### src/rtl/uart_rx_pkg.sv
// rtl/uart_rx_pkg.sv - shared types and limits for the UART RX deserializer
package uart_rx_pkg;

  typedef enum logic [1:0] {
    IDLE  = 2'd0,
    SHIFT = 2'd1,
    FULL  = 2'd2
  } state_t;

  localparam int UART_DW_MIN = 5;
  localparam int UART_DW_MAX = 9;

  function automatic bit dw_in_range(input int dw);
    return (dw >= UART_DW_MIN) && (dw <= UART_DW_MAX);
  endfunction

endpackage

### src/rtl/uart_rx_deser_gen.sv
// rtl/uart_rx_deser_gen.sv - parametrised UART RX deserializer with internal bit count
module uart_rx_deser_gen
  import uart_rx_pkg::*;
#(
  parameter int DATA_WIDTH = 8,
  parameter bit MSB_FIRST  = 1'b0,
  localparam int CNT_W     = $clog2(DATA_WIDTH + 1)
) (
  input  logic                  CLK,
  input  logic                  RST,
  input  logic                  start_clr,
  input  logic                  deser_en,
  input  logic                  sampled_bit,
  output logic [DATA_WIDTH-1:0] P_DATA,
  output logic                  data_par,
  output logic                  byte_done,
  output logic [CNT_W-1:0]      bit_idx,
  output logic                  overflow
);

  if (!dw_in_range(DATA_WIDTH)) begin : g_dw_check
    $error("uart_rx_deser_gen: DATA_WIDTH %0d outside %0d..%0d",
           DATA_WIDTH, UART_DW_MIN, UART_DW_MAX);
  end

  state_t                state_q, state_d;
  logic [DATA_WIDTH-1:0] shift_q, shift_d;
  logic [CNT_W-1:0]      cnt_q, cnt_d;
  logic                  acc_q, acc_d;
  logic [DATA_WIDTH-1:0] pdata_q, pdata_d;
  logic                  par_q, par_d;
  logic                  done_q, done_d;
  logic                  ovf_q, ovf_d;

  logic [DATA_WIDTH-1:0] shift_in;
  logic                  last_bit;

  // Word under assembly including the bit arriving this cycle.
  always_comb begin
    shift_in = shift_q;
    if (MSB_FIRST) begin
      shift_in = {shift_q[DATA_WIDTH-2:0], sampled_bit};
    end else begin
      shift_in = {sampled_bit, shift_q[DATA_WIDTH-1:1]};
    end
  end

  assign last_bit = (cnt_q == CNT_W'(DATA_WIDTH - 1));

  always_comb begin
    state_d = state_q;
    shift_d = shift_q;
    cnt_d   = cnt_q;
    acc_d   = acc_q;
    pdata_d = pdata_q;
    par_d   = par_q;
    done_d  = 1'b0;
    ovf_d   = ovf_q;

    case (state_q)
      IDLE: begin
        if (start_clr) begin
          state_d = SHIFT;
          shift_d = '0;
          cnt_d   = '0;
          acc_d   = 1'b0;
        end
      end
      SHIFT: begin
        if (start_clr) begin
          shift_d = '0;
          cnt_d   = '0;
          acc_d   = 1'b0;
        end else if (deser_en) begin
          shift_d = shift_in;
          acc_d   = acc_q ^ sampled_bit;
          cnt_d   = cnt_q + CNT_W'(1);
          if (last_bit) begin
            // Publish the full word and parity in one atomic update.
            pdata_d = shift_in;
            par_d   = acc_q ^ sampled_bit;
            done_d  = 1'b1;
            state_d = FULL;
          end
        end
      end
      FULL: begin
        if (start_clr) begin
          state_d = SHIFT;
          shift_d = '0;
          cnt_d   = '0;
          acc_d   = 1'b0;
          ovf_d   = 1'b0;
        end else if (deser_en) begin
          ovf_d = 1'b1;
        end
      end
      default: begin
        state_d = IDLE;
      end
    endcase
  end

  always_ff @(posedge CLK or posedge RST) begin
    if (RST) begin
      state_q <= IDLE;
      shift_q <= '0;
      cnt_q   <= '0;
      acc_q   <= 1'b0;
      pdata_q <= '0;
      par_q   <= 1'b0;
      done_q  <= 1'b0;
      ovf_q   <= 1'b0;
    end else begin
      state_q <= state_d;
      shift_q <= shift_d;
      cnt_q   <= cnt_d;
      acc_q   <= acc_d;
      pdata_q <= pdata_d;
      par_q   <= par_d;
      done_q  <= done_d;
      ovf_q   <= ovf_d;
    end
  end

  assign P_DATA    = pdata_q;
  assign data_par  = par_q;
  assign byte_done = done_q;
  assign bit_idx   = cnt_q;
  assign overflow  = ovf_q;

endmodule

### config.mk
export PLATFORM = sky130hd
export DESIGN_NAME = uart_rx_deser_gen
export DESIGN_NICKNAME = d
export VERILOG_FILES = /design/src/rtl/uart_rx_pkg.sv /design/src/rtl/uart_rx_deser_gen.sv
export SDC_FILE = /design/constraint.sdc
export NUM_CORES = 1
export LEC_CHECK = 0
export ABC_AREA = 1
export ABC_CLOCK_PERIOD_IN_PS = 1600
export CAP_MARGIN = 25
export CORE_MARGIN = 8
export CORE_UTILIZATION = 40
export DETAILED_ROUTE_END_ITERATION = 8
export GPL_TIMING_DRIVEN = 0
export HOLD_SLACK_MARGIN = 0.08
export PLACE_DENSITY = 0.64
export SKIP_CTS_REPAIR_TIMING = 1
export SLEW_MARGIN = 25
export SYNTH_ARGS = -nofsm -noshare
export SYNTH_HDL_FRONTEND = slang
export SYNTH_SLANG_ARGS = --single-unit
export TNS_END_PERCENT = 100
### constraint.sdc
create_clock -name CLK -period 1.6 [get_ports CLK]
set_input_delay 0.32 -clock CLK [delete_from_list [all_inputs] [get_ports CLK]]
set_output_delay 0.32 -clock CLK [all_outputs]
set_load 0.02 [all_outputs]
==> results of run 1 <==
==> flip-flops by register name, summed over array words and instances (netlist names) <==
| register | count |
|---|---|
| acc_q | 1 |
| P_DATA | 8 |
| byte_done | 1 |
| overflow | 1 |
| state_q | 2 |
| data_par | 1 |
| shift_q | 7 |
| bit_idx | 4 |
==> how the worst max path moves through the flow <==
| stage | to | slack, ps | cells past startpoint |
|---|---|---|---|
| after floorplan | P_DATA[0] | 200 | 7 |
| after global placement | acc_q | -50 | 7 |
| after detailed placement | shift_q[3] | -50 | 7 |
| after CTS | bit_idx[3] | -180 | 1 |
| after global routing | P_DATA[0] | 80 | 7 |
| final | P_DATA[0] | 190 | 7 |
==> cells in the final DEF, fill, tap and decap left out, drive strengths merged <==
cell type       n
buf             3
clkbuf          4
clkdlybuf4s50   4
clkinv          1
dfrtp          25
dlymetal6s2s   15
ha              1
inv            16
nand2          32
nand3          16
nand4           1
nor2            5
o21ai          18
xnor2           1
==> layer usage <==
metal / GRT usage (%) / routed length (um) / vias to the layer above
li1: - / - / 427
met2: 15.7 / 1030 / 12
met5: 0 / 0 / -
met1: 13.2 / 991 / 390
met4: 3.76 / 33 / 0
met3: 3.55 / 108 / 4
==> Yosys cell counts <==
| master | instances | area [sq um] |
|---|---|---|
| nor2_4 | 2 | 22.5 |
| buf_2 | 1 | 5.00 |
| ha_1 | 1 | 12.5 |
| nand2_1 | 31 | 116 |
| o21ai_0 | 10 | 50.1 |
| inv_2 | 1 | 3.75 |
| nor2_2 | 1 | 6.26 |
| nand4_1 | 1 | 6.26 |
| nor2_1 | 2 | 7.51 |
| o21ai_2 | 8 | 70.1 |
| buf_4 | 1 | 7.51 |
| nand3_2 | 1 | 10.0 |
| inv_1 | 16 | 60.1 |
| nand2_2 | 1 | 6.26 |
| buf_6 | 1 | 11.3 |
| nand3_1 | 14 | 70.1 |
| dfrtp_1 | 25 | 626 |
| nand3_4 | 1 | 17.5 |
| xnor2_1 | 1 | 8.76 |
==> power by group <==
group          internal (mW)  total (mW)  switching (mW)
Clock                 0.0976       0.282           0.185
Combinational         0.0431       0.120          0.0773
Sequential             0.649       0.664          0.0158
==> kinds of logic after synthesis <==
family                   Yosys count  synth area share [%]
buffers and inverters             20                  7.84
flip-flops                        25                  56.0
XOR/XNOR                           1                 0.784
adder cells (fa/ha/maj)            1                  1.12
AND/OR/NAND/NOR                   54                  23.5
AO/OA/AOI/OAI                     18                  10.8
==> stage by stage <==
step / cells / setup slack (ps) / hold slack (ps)
2_1_floorplan: 119 / 197 / 347
3_3_place_gp: 169 / -48.4 / 465
3_5_place_dp: 169 / -53.3 / 468
4_1_cts: 173 / -178 / 500
5_1_grt: 173 / 78.0 / 410
6_report: 173 / 185 / 359
==> area by class of cell <==
cell class	count	area [sq um]	share of cell area, %
Multi-Input combinational cell	74	404	28.7
Tap cell	31	38.8	2.75
Timing Repair Buffer	19	228	16.1
Buffer	3	23.8	1.69
Sequential cell	25	626	44.4
Clock buffer	4	26.3	1.86
Inverter	17	63.8	4.53
==> impl_metrics.yaml, run 1 <==
setup_path:
  critPathKind: "flip-flop to flip-flop"
  crit_path_start: "bit_idx[0]"
  crit_buf_inv: 1
  crit_path_top_delay_cell: "dfrtp_1"
  rrSetupSlack_ps: 190
  cp_top_family: "simple AND/OR/NAND/NOR gates"
  cp_common_cell: "nand2_1"
  r2r-end: "P_DATA[0]"
  cp-end-kind: "flip-flop"
  reg2reg_from: "bit_idx[0]"
  start_kind: "flip-flop"
  required_ps: 1830
  crit_chain: "ha_1, nand2_2, nor2_4, nand3_4, buf_6, nand2_1, nand2_1"
  critPathMaxFanout: 10
  cp.arrival_ps: 1640
  cpPeakStageDelay_ps: 450
  rr_worst_depth: 7
routing:
  routedWlPerCell_um: 12.5
  drt-total-wl_um: 2170
  dr.pass1.iters: 4
  drc_errors: 0
  vias_per_cell: 4.82
  drtIter0Drc: 28
  vias: 833
  ant_nets: 0
global_route:
  grt_max_degree: 26
  grt_pass1_wl_um: 3750
  grt_overflow: 0
  grt_pass1_vias: 805
  grt_antenna_before_repair: 0
  grt_use_total_pct: 10.3
finish:
  fin_util_pct: 52.0
  drive_above_1_share_pct: 14.8
  n_fill_cell: 255
  layout.nets: 149
  stdcell_area_sq_um: 1410
  antennaDiodeCount: 0
  syn_to_final_growth_pct: 26.2
floorplan:
  core.rowCount: 19
  start_util_pct: 41.2
  ios: 20
  dieHeight_um: 68.9
  fp.dieArea_sq_um: 4740
  core_area_sq_um: 2710
  die_x_um: 68.9
clock_tree:
  htree_levels: 1
  cts_root_buf: "clkbuf_4"
  clkSinkCount: 25
  cts_tree: "built"
  clkTransAtPathRegs_ps: 130
  cts_buffers: 3
  cts_buffer_depth: 2
  clock_latency_ps: 320
timing:
  rsz0062_at_grt: "no"
  tns_ps: 0
  relSlewSlack_pct: 41.8
  fmax_mhz: 707
  skew_ps: 4.54
  worst_pin_slew_ps: 868
  final_max_slew_viol_count: 0
  final.period_utilization_pct: 88.4
  period_minus_slack_ps: 1410
  setup_viol_count_final: 0
  finalHoldViolCount: 0
status:
  outcome: "finished clean"
pwr:
  finalPower_mw: 1.07
  peakVddDrop_mv: 0.757
  p_leak_nw: 0.918
  powerDensity_nw_per_um2: 757
placement:
  placed_area_sq_um: 1350
  gp_congestion: 0.745
  post-dp-hpwl_um: 1520
  port_buffers: 19
hold_path:
  hold_class: "input port to asynchronous set/reset pin"
logic_synthesis:
  syn_avg_cell_area_sq_um: 9.39
  synth_area_sq_um: 1120
  yosys_warnings: 0
  ys_types: 19
  yosysSeqAreaShare_pct: 56.0
  syn_nets: 125
  syn_inst: 119
  ys_seq_elements: 25
flow_run:
  cap_violations: 0
Power figures use the tool's default switching activity.
==> run 2, diff against run 1 <==
--- a/config.mk
+++ b/config.mk
@@ -12,7 +12,6 @@
 export CORE_UTILIZATION = 40
 export DETAILED_ROUTE_END_ITERATION = 8
 export GPL_TIMING_DRIVEN = 0
-export HOLD_SLACK_MARGIN = 0.08
 export PLACE_DENSITY = 0.64
 export SKIP_CTS_REPAIR_TIMING = 1
 export SLEW_MARGIN = 25
==> results of run 2 <==
Final layout, timing and power as in run 1 (identical DEF).
==> run 3, diff against run 2 <==
--- a/config.mk
+++ b/config.mk
@@ -9,10 +9,10 @@
 export ABC_CLOCK_PERIOD_IN_PS = 1600
 export CAP_MARGIN = 25
 export CORE_MARGIN = 8
-export CORE_UTILIZATION = 40
+export CORE_UTILIZATION = 50
 export DETAILED_ROUTE_END_ITERATION = 8
 export GPL_TIMING_DRIVEN = 0
-export PLACE_DENSITY = 0.64
+export PLACE_DENSITY = 0.77
 export SKIP_CTS_REPAIR_TIMING = 1
 export SLEW_MARGIN = 25
 export SYNTH_ARGS = -nofsm -noshare
==> run 3 against run 2 <==
  * Count of clock-buffer cells in the layout did not move
  * Highest routed layer unchanged
  * Die area shrank 16%
  * Critical path depth unchanged
  * Cell area is 0.27% lower
==> impl_metrics.yaml, run 3 (synthesis results as in run 1) <==
pwr:
  pwr-share-seq_pct: 62.3
  powerDensity_nw_per_um2: 758
  power_frac_comb_pct: 11.3
  p_leak_nw: 0.918
  peakVddDrop_mv: 0.768
  internal_power_uw: 789
  swShare_pct: 25.9
  clkPwrFrac_pct: 26.4
  p_sw_uw: 277
timing:
  period_minus_slack_ps: 1410
  tns_ps: 0
  final.period_utilization_pct: 88.0
  setup_viol_count_final: 0
  skew_ps: 0.833
  rsz0062_at_grt: "no"
  worst_pin_slew_ps: 871
  relSlewSlack_pct: 41.6
  final_max_slew_viol_count: 0
  fmax_mhz: 711
  finalHoldViolCount: 0
placement:
  gp_congestion: 0.804
  dp_cells: 166
  port_buffers: 19
  post-dp-hpwl_um: 1520
setup_path:
  cp-end-kind: "flip-flop"
  rrSetupSlack_ps: 190
  cpPeakStageDelay_ps: 440
  cp.arrival_ps: 1630
  critPathKind: "flip-flop to flip-flop"
  crit_chain: "ha_1, nand2_2, nor2_4, nand3_4, buf_6, nand2_1, nand2_1"
  critPathMaxFanout: 10
  required_ps: 1830
  crit_path_top_delay_cell: "dfrtp_1"
  cp_top_family: "simple AND/OR/NAND/NOR gates"
  crit_buf_inv: 1
  cp_common_cell: "nand2_1"
  start_kind: "flip-flop"
routing:
  ant_nets: 0
  drt-total-wl_um: 2130
  drc_errors: 0
  vias: 828
  drtIter0Drc: 19
  vias_per_cell: 4.87
  routedWlPerCell_um: 12.5
  dr.pass1.iters: 4
floorplan:
  core_area_sq_um: 2170
  die_x_um: 63.3
  fp.dieArea_sq_um: 4000
  dieHeight_um: 63.3
  ios: 20
  core.rowCount: 17
  start_util_pct: 51.5
flow_run:
  cap_violations: 0
finish:
  antennaDiodeCount: 0
  syn_to_final_growth_pct: 25.9
  layout.nets: 149
  instances_no_fill: 170
  mostFrequentLayoutCells: "31 x nand2_1, 25 x dfrtp_1, 15 x inv_1, 15 x dlymetal6s2s_1, 14 x nand3_1"
  largest_reg_flops: 8
  drive_above_1_share_pct: 14.8
  mostFrequentLayoutCell: "nand2_1"
clock_tree:
  clkTransAtPathRegs_ps: 130
  cts_buffers: 3
  clock_latency_ps: 320
  cts_root_buf: "clkbuf_4"
  cts_buffer_depth: 2
  cts_tree: "built"
  clkSinkCount: 25
  htree_levels: 1
global_route:
  grt_pass1_vias: 841
  grt_max_degree: 26
  grt_pass1_wl_um: 3740
  grt_use_total_pct: 11.5
  grt_antenna_before_repair: 0
  grt_overflow: 0
status:
  outcome: "finished clean"
hold_path:
  hold_class: "input port to asynchronous set/reset pin"
run 3: final timing paths:
path / depth (start not counted) / from / to
worst max-delay path: 7 / bit_idx[0] / P_DATA[0]
worst min-delay path: 2 / RST / byte_done
max in group asynchronous: 2 / RST / data_par
min in group CLK: 2 / data_par / data_par
worst min register to register: 2 / data_par / data_par
worst max register to register: 7 / bit_idx[0] / P_DATA[0]
run 3: area by class of cell:
type / instances / area (sq um)
fill: 197 / 763
sequential: 25 / 626
multi-input combinational: 74 / 404
timing repair buffer: 19 / 228
inverter: 17 / 63.8
tap: 28 / 35.0
clock buffer: 4 / 26.3
buffer: 3 / 23.8
run 3: through the flow:
step                area [sq um]  util (%)  hold WS, ps  total power [mW]  setup WS, ps
global placement            1340      61.9          464             0.798         -28.2
CTS                         1370      63.1          498              1.08          -176
floorplan                   1120         -          347             0.753           197
detailed placement          1340      61.9          467             0.800         -51.4
finish                      1410      64.8          362              1.07           193
global route                1410      64.8          397              1.12          63.6
run 3: power by group through the flow:
stage / sequential [mW] / combinational (mW) / clock [mW]
finish: 0.664 / 0.121 / 0.281
global route: 0.667 / 0.134 / 0.319
CTS: 0.664 / 0.124 / 0.294
detailed placement: 0.677 / 0.124 / 0
global placement: 0.676 / 0.122 / 0
floorplan: 0.683 / 0.0693 / 0
run 3: metal layers:
layer,wire length [um],vias up,share of wire [%],global-route usage (%)
met5,0,-,0,0
met4,56,0,2.6,7.52
met3,131,4,6.2,3.71
met2,1030,14,48,17.7
met1,914,385,43,13.5
li1,-,425,-,-
